[src/rtl/multi_digit_led_driver.sv]
// Multiplexed 7-segment driver: scans DIGITS-1..0, blanks DEAD_CYCLES per slot, frame-atomic word update.
// Latency: an/seg registered, 1 cycle behind prescaler/digit_idx. No backpressure; load is a strobe, last load wins.
// Optional build macro LEADING_ZERO_BLANK_EN darkens leading zero digits (digit 0 always lit).
module multi_digit_led_driver #(
  parameter int DIGITS      = 4,
  parameter int REFRESH_DIV = 4096,
  parameter int DEAD_CYCLES = 16
) (
  input  logic                      clk,
  input  logic                      reset,
  input  logic [4*DIGITS-1:0]       word,
  input  logic                      load,
  input  logic                      enable,
  output logic [DIGITS-1:0]         an,
  output logic [6:0]                seg,
  output logic [$clog2(DIGITS)-1:0] digit_idx,
  output logic                      frame_done
);

  localparam int IW = $clog2(DIGITS);
  localparam int PW = $clog2(REFRESH_DIV);
  localparam logic [PW-1:0] LAST = PW'(REFRESH_DIV - 1);
  localparam logic [PW-1:0] DEAD = PW'(DEAD_CYCLES);
  localparam logic [IW-1:0] TOP  = IW'(DIGITS - 1);

  logic [PW-1:0]            prescaler;
  logic [DIGITS-1:0][3:0]   active;
  logic [DIGITS-1:0][3:0]   pending;
  logic                     pend_vld;
  logic                     wrap;
  logic                     frame_wrap;
  logic                     dead;
  logic [3:0]               nibble;
  logic [6:0]               seg_dec;
  logic [DIGITS-1:0]        lz_blank;
  logic [DIGITS-1:0]        an_next;
  logic [6:0]               seg_next;

  assign wrap       = (prescaler == LAST);
  assign frame_wrap = wrap && (digit_idx == '0);
  assign frame_done = frame_wrap;
  assign dead       = (prescaler < DEAD);
  assign nibble     = active[digit_idx];

  always_comb begin
    seg_dec = 7'b1111111;
    case (nibble)
      4'h0: seg_dec = 7'b0000001;
      4'h1: seg_dec = 7'b1001111;
      4'h2: seg_dec = 7'b0010010;
      4'h3: seg_dec = 7'b0000110;
      4'h4: seg_dec = 7'b1001100;
      4'h5: seg_dec = 7'b0100100;
      4'h6: seg_dec = 7'b0100000;
      4'h7: seg_dec = 7'b0001111;
      4'h8: seg_dec = 7'b0000000;
      4'h9: seg_dec = 7'b0000100;
      4'hA: seg_dec = 7'b0001000;
      4'hB: seg_dec = 7'b1100000;
      4'hC: seg_dec = 7'b0110001;
      4'hD: seg_dec = 7'b1000010;
      4'hE: seg_dec = 7'b0110000;
      4'hF: seg_dec = 7'b0111000;
      default: seg_dec = 7'b1111111;
    endcase
  end

`ifdef LEADING_ZERO_BLANK_EN
  // Walk from the most significant digit; a digit stays dark until a nonzero nibble is seen.
  always_comb begin
    logic nz;
    nz       = 1'b0;
    lz_blank = '0;
    for (int i = DIGITS - 1; i >= 1; i--) begin
      nz          = nz | (active[i] != 4'h0);
      lz_blank[i] = ~nz;
    end
  end
`else
  assign lz_blank = '0;
`endif

  always_comb begin
    an_next  = '1;
    seg_next = '1;
    if (!dead && enable && !lz_blank[digit_idx]) begin
      an_next[digit_idx] = 1'b0;
      seg_next           = seg_dec;
    end
  end

  always_ff @(posedge clk) begin
    if (reset) begin
      prescaler <= '0;
      digit_idx <= TOP;
      active    <= '0;
      pending   <= '0;
      pend_vld  <= 1'b0;
      an        <= '1;
      seg       <= '1;
    end else begin
      an  <= an_next;
      seg <= seg_next;
      if (wrap) begin
        prescaler <= '0;
        digit_idx <= (digit_idx == '0) ? TOP : digit_idx - 1'b1;
      end else begin
        prescaler <= prescaler + 1'b1;
      end
      // Swap words only at the frame boundary so a frame never mixes two values.
      if (frame_wrap) begin
        if (load)
          active <= word;
        else if (pend_vld)
          active <= pending;
        pend_vld <= 1'b0;
      end else if (load) begin
        pending  <= word;
        pend_vld <= 1'b1;
      end
    end
  end

endmodule

[config.mk]
export PLATFORM = sky130hd
export DESIGN_NAME = multi_digit_led_driver
export DESIGN_NICKNAME = d
export VERILOG_FILES = /design/src/rtl/multi_digit_led_driver.sv
export SDC_FILE = /design/constraint.sdc
export NUM_CORES = 1
export LEC_CHECK = 0
export ABC_AREA = 1
export CAP_MARGIN = 5
export CORE_ASPECT_RATIO = 1.2
export CORE_UTILIZATION = 45
export DETAILED_ROUTE_END_ITERATION = 10
export PLACE_DENSITY_LB_ADDON = 0.15
export REMOVE_ABC_BUFFERS = 1
export SKIP_LAST_GASP = 1
export SLEW_MARGIN = 10
export SYNTH_ARGS = -nofsm -noshare
export SYNTH_HDL_FRONTEND = slang
export SYNTH_SLANG_ARGS = --single-unit
[constraint.sdc]
create_clock -name clk -period 2.35 [get_ports clk]
set_input_delay 0.47 -clock clk [delete_from_list [all_inputs] [get_ports clk]]
set_output_delay 0.47 -clock clk [all_outputs]
set_load 0.01 [all_outputs]
==> results of run 1 <==
## sequential cells by signal (all words and copies together) (netlist names)
signal / flops
an: 4
prescaler: 12
seg: 7
pending: 16
digit_idx: 2
pend_vld: 1
active: 16
## worst reg2reg max path, delay by kind of cell, from the launching register on
family                   cells  cell delay (ns)
AND/OR/NAND/NOR              6             1.01
adder cells (fa/ha/maj)      1             0.19
flip-flops                   1             0.35
buffers and inverters        2             0.22
## per-layer routing
metal	vias to the layer above	part of all wire, %
met5	-	0
met4	0	2.5
met3	11	2.9
met2	39	47
met1	1209	47
li1	1435	-
## Yosys cell counts, types with 4 or more instances
master	number	area (um2)
dfxtp_1	58	1160
clkbuf_1	8	30.0
nand2_1	106	398
o21a_1	16	120
nor2_1	63	236
xor2_1	4	35.0
nand4_1	17	106
inv_1	37	139
nand2_2	4	25.0
buf_2	7	35.0
nor2_4	5	56.3
nand3_1	44	220
ha_1	11	138
a21oi_1	21	105
nor3_1	4	20.0
## area by class of cell
type / instances / area, um2
Tap cell: 85 / 106
Clock buffer: 11 / 151
Fill cell: 615 / 2830
Clock inverter: 3 / 40.0
Timing Repair Buffer: 44 / 415
Inverter: 41 / 154
Sequential cell: 58 / 1160
Multi-Input combinational cell: 306 / 1550
## report_power, final
part | total, mW | leakage [nW] | switching [mW] | internal [mW]
Clock | 0.906 | 0.101 | 0.375 | 0.532
Sequential | 1.02 | 0.473 | 0.0122 | 1.01
Combinational | 0.160 | 0.976 | 0.0817 | 0.0778
Total | 2.09 | 1.55 | 0.469 | 1.62
## kinds of logic (layout without fill, tap and decap cells)
| logic type | Yosys count | in the layout | share of synthesized area [%] |
|---|---|---|---|
| buf+inv | 62 | 99 | 8.98 |
| compound gates | 44 | 44 | 9.19 |
| xor+xnor | 5 | 5 | 1.47 |
| fa+ha+maj | 11 | 11 | 4.62 |
| simple gates | 246 | 246 | 36.8 |
| flops | 58 | 58 | 38.9 |
## what timing repair did
| item | CTS | global route |
|---|---|---|
| setup endpoints to repair | 0 | 1 |
| gates resized for setup | 0 | 1 |
| buffers inserted | 0 | 1 |
## how the worst min path moves through the flow
stage / from / to / slack, ns / depth (start not counted)
6_report: prescaler[0] / prescaler[0] / 0.45 / 1
2_1_floorplan: prescaler[0] / prescaler[0] / 0.42 / 1
4_1_cts: prescaler[0] / prescaler[0] / 0.45 / 1
5_1_grt: prescaler[0] / prescaler[0] / 0.48 / 1
3_5_place_dp: prescaler[0] / prescaler[0] / 0.44 / 1
3_3_place_gp: prescaler[0] / prescaler[0] / 0.43 / 1
## cells in the final DEF, fill, tap and decap left out, types with 5 or more instances in the layout
cell type / n
nand2_1: 106
nand4_1: 17
nor2_1: 63
clkbuf_8: 11
dfxtp_1: 58
inv_1: 37
nand3_1: 44
nor2_4: 5
o21a_1: 16
buf_4: 11
a21oi_1: 21
clkdlybuf4s50_1: 32
ha_1: 11
## stage by stage
stage,setup slack (ns),hold slack (ns),instances,util (%)
2_1_floorplan,0.174,0.418,405,-
3_3_place_gp,0.390,0.430,533,52.8
3_5_place_dp,0.370,0.440,533,52.8
4_1_cts,0.00511,0.449,547,55.7
5_1_grt,0.277,0.476,548,55.9
6_report,0.417,0.452,548,55.9
==> flow_summary.toml, run 1 <==
[floorplan]
core-area_um2 = 6410
initial_core_util_pct = 46.5
dieHeight_um = 91.2
die_w_um = 76.3
num_rows = 32
io_pins = 34
die_area_um2 = 6960

[timing]
period_minus_slack_ns = 1.93
finalCritPeriodShare_pct = 82.3
finClkSkew_ns = 0.00662
slew_headroom_pct = 66.9
worstMarginPinSlew_ns = 0.496
drv_slew = 0
rsz0062_at_grt = "false"
hold_viol = 0
setup_viol = 0
final.setup.tns_ns = 0
fmax_mhz = 517

[job]
drv_cap = 0

[power]
vdd_drop_max_v = 0.000344
p_leak_nw = 1.55
p_per_area_nw_per_um2 = 583
power_mw = 2.09

[worst_setup_path]
cp_max_fo = 3
end_kind = "output pin"
endpoint = "frame_done"
r2r_start = "prescaler[0]"
max_stage_delay_ns = 0.35
path_class = "reg -> out"
arrival_ns = 1.46
critical_path_depth = 6
critPathRequiredTime_ns = 1.88
cp-start-kind = "flip-flop"
reg2reg_depth = 9
crit_start = "prescaler[0]"
cp_cell_sequence = "ha_1 > nand2_1 > nor2_4 > nand4_4 > inv_1 > dlymetal6s2s_1"
timing.rr.end = "prescaler[9]"
critPathTopFamily = "flip-flops"
r2r_slack_ns = 0.46
crit_slowest_cell = "dfxtp_1"
path_buf_inv = 2

[cts]
cts.sinks = 58
clock_latency_ns = 0.34
cts_tree = "yes"
h-tree-depth = 3
clockBufferDepth = 2
cts_made_buffers = 9
hold_buffers = 0
cts-root-buf = "clkbuf_8"
clk_pin_slew_ns = 0.06

[synthesis]
ys.flop_type = "dfxtp_1"
synth_edf_count = 0
avgSynthCellArea_um2 = 7.00
synth-seq-area-share_pct = 38.9
synth_seq_cells = 58
synth_cell_types = 28
yosysWarnings = 0
synth-async-reset-ratio_pct = 0
syn_inst = 426
netlist_area_um2 = 2980

[min_path]
min_path_type = "reg -> reg"

[global_routing]
grt_pass1_wl_mm = 10.4
top_usage_layer = "met2"
grt_pass1_vias = 2495
grt_usage_pct = 18.7
grt_overflow = 0
use_met2_pct = 33.3
use_met3_pct = 3.22
antenna_found_initial = 0
grtUsageMet1_pct = 20.7
grt_max_degree = 34

[detailed_routing]
drtIter0Drc = 74
num_vias = 2694
wirelength_mm = 6.01
ant_nets = 0
wl_per_cell_um = 11.0
drc = 0
routed_via_density = 4.92
dr.pass1.iters = 4

[place]
placed_cell_area_um2 = 3380
io_buffers = 33
gp_congestion = 0.784
dp_hpwl_mm = 4.15

[layout]
area_growth_pct = 20.1
diodes = 0
drive_gt1_share_pct = 8.64
fin_nets = 491
design_area_um2 = 3580

[outcome]
status = "finished, final reports clean"
Note: power is estimated with default switching activity, not from simulation.
==> run 2: changes to the inputs <==
==> constraint.sdc (replaced) <==
create_clock -name clk -period 1.6 [get_ports clk]
set_input_delay 0.32 -clock clk [delete_from_list [all_inputs] [get_ports clk]]
set_output_delay 0.32 -clock clk [all_outputs]
set_load 0.01 [all_outputs]
==> run 2 against run 1 <==
Critical path type unchanged. Clock power increased by 38%. Final cell count increased by 5.7%. Worst hold slack gained 0.030 ns. Wire length up 7.5%. Utilization is 5.0 points higher. Die area unchanged. First-iteration DRC count is 9.5% lower.
==> flow_summary.toml, run 2 (synthesis results as in run 1) <==
[outcome]
status = "finished, final reports clean"

[place]
io_buffers = 33
dp_hpwl_mm = 4.40
post-place-cells = 560
placed_cell_area_um2 = 3630
post-place-ws_ns = -0.126
gp_congestion = 0.780

[cts]
h-tree-depth = 3
clockBufferDepth = 2
cts-root-buf = "clkbuf_8"
cts_tree = "yes"
cts.sinks = 58
clk_pin_slew_ns = 0.06
cts_made_buffers = 9
hold_buffers = 0
clock_latency_ns = 0.34

[detailed_routing]
wl_per_cell_um = 11.2
drc = 0
wirelength_mm = 6.46
ant_nets = 0
dr.pass1.iters = 5
num_vias = 2793
drtIter0Drc = 67
routed_via_density = 4.82

[worst_setup_path]
reg2reg_depth = 10
cp_cell_sequence = "ha_4 > nand2_4 > nor2_4 > nand4_4 > inv_2 > buf_6"
arrival_ns = 1.26
path_class = "reg -> out"
max_stage_delay_ns = 0.35
crit_start = "prescaler[1]"
end_kind = "output pin"
cp_max_fo = 2
r2r_start = "prescaler[1]"
crit_slowest_cell = "dfxtp_2"
endpoint = "frame_done"
timing.rr.end = "active[8]"
critPathRequiredTime_ns = 1.28
r2r_slack_ns = 0.07
cp-start-kind = "flip-flop"

[timing]
rsz0062_at_grt = "true"
finalWorstSetupSlack_ns = 0.0209
worstMarginPinSlew_ns = 0.263
final.setup.tns_ns = 0
finClkSkew_ns = 0.00553
period_minus_slack_ns = 1.58
hold_viol = 0
setup_viol = 0
finalCritPeriodShare_pct = 98.7
drv_slew = 0
fmax_mhz = 633
slew_headroom_pct = 82.4
holdWs_ns = 0.482

[power]
p_per_area_nw_per_um2 = 776
p_leak_nw = 1.71
vdd_drop_max_v = 0.000460
power_mw = 3.02

[layout]
fillers = 619
layout_commonest_cell = "nand2_1"
final_util_pct = 60.9
area_growth_pct = 30.8
drive_gt1_share_pct = 17.0
design_area_um2 = 3900
fin_nets = 520
diodes = 0
most-common-layout-cells = "103 x nand2_1, 63 x nor2_1, 55 x dfxtp_1"
reg.largest.list = "active x16, pending x16, prescaler x12"
fin_cells = 579

[global_routing]
grt_usage_pct = 20.2
antenna_found_initial = 0
grt_max_degree = 34
grt_overflow = 0
grt_pass1_wl_mm = 11.3
grtUsageMet1_pct = 22.1
use_met3_pct = 5.33
grt_pass1_vias = 2633
top_usage_layer = "met2"
use_met2_pct = 36.3

[floorplan]
dieHeight_um = 91.2
die_w_um = 76.3
core-area_um2 = 6410
num_rows = 32
die_area_um2 = 6960
initial_core_util_pct = 46.5
io_pins = 34

[min_path]
min_path_cells = 2
min_path_type = "reg -> reg"

[job]
drv_cap = 0
-- run 2: layer usage --
metal	wire, um	share of wire, %
met5	0	0
met4	95	1.5
met3	223	3.5
met2	3210	50
met1	2940	45
-- run 2: cell type report --
type	count	area (um2)	share of cell area, %
Tap cell	85	106	2.73
Timing Repair Buffer	73	691	17.7
Multi-Input combinational cell	306	1600	41.0
Sequential cell	58	1160	29.9
Inverter	41	154	3.95
Clock inverter	2	10.0	0.257
Clock buffer	14	173	4.43
-- run 2: worst min-delay path by stage --
stage	from	to	slack, ns
CTS	active[4]	active[4]	0.49
floorplan	reset	pend_vld	0.40
global route	active[1]	active[1]	0.50
global placement	pending[7]	pending[7]	0.46
detailed placement	pending[13]	pending[13]	0.47
finish	active[4]	active[4]	0.48
-- run 2: report_power, final --
group / switching, mW / internal [mW]
Clock: 0.569 / 0.685
Sequential: 0.0199 / 1.48
Combinational: 0.128 / 0.141
Total: 0.717 / 2.31
-- run 2: what timing repair did --
| action | 4_1_cts | 5_1_grt |
|---|---|---|
| gates resized for setup | 10 | 17 |
| pin swaps | 1 | 4 |
| setup buffers | 0 | 3 |
| endpoints found under the setup margin | 5 | 35 |
-- run 2: worst max-delay path, delay by kind of cell (launching register included) --
kind	cells	cell delay [ns]
DFF	1	0.35
buffers and inverters	2	0.18
and+or+nand+nor	3	0.25
adders and majority gates	1	0.15
==> run 3: changes to the inputs <==
--- a/config.mk
+++ b/config.mk
@@ -10,6 +10,7 @@
 export CORE_ASPECT_RATIO = 1.2
 export CORE_UTILIZATION = 45
 export DETAILED_ROUTE_END_ITERATION = 10
+export HOLD_SLACK_MARGIN = 0.12
 export PLACE_DENSITY_LB_ADDON = 0.15
 export REMOVE_ABC_BUFFERS = 1
 export SKIP_LAST_GASP = 1
==> results of run 3 <==
Final layout, timing and power as in run 2 (identical DEF).
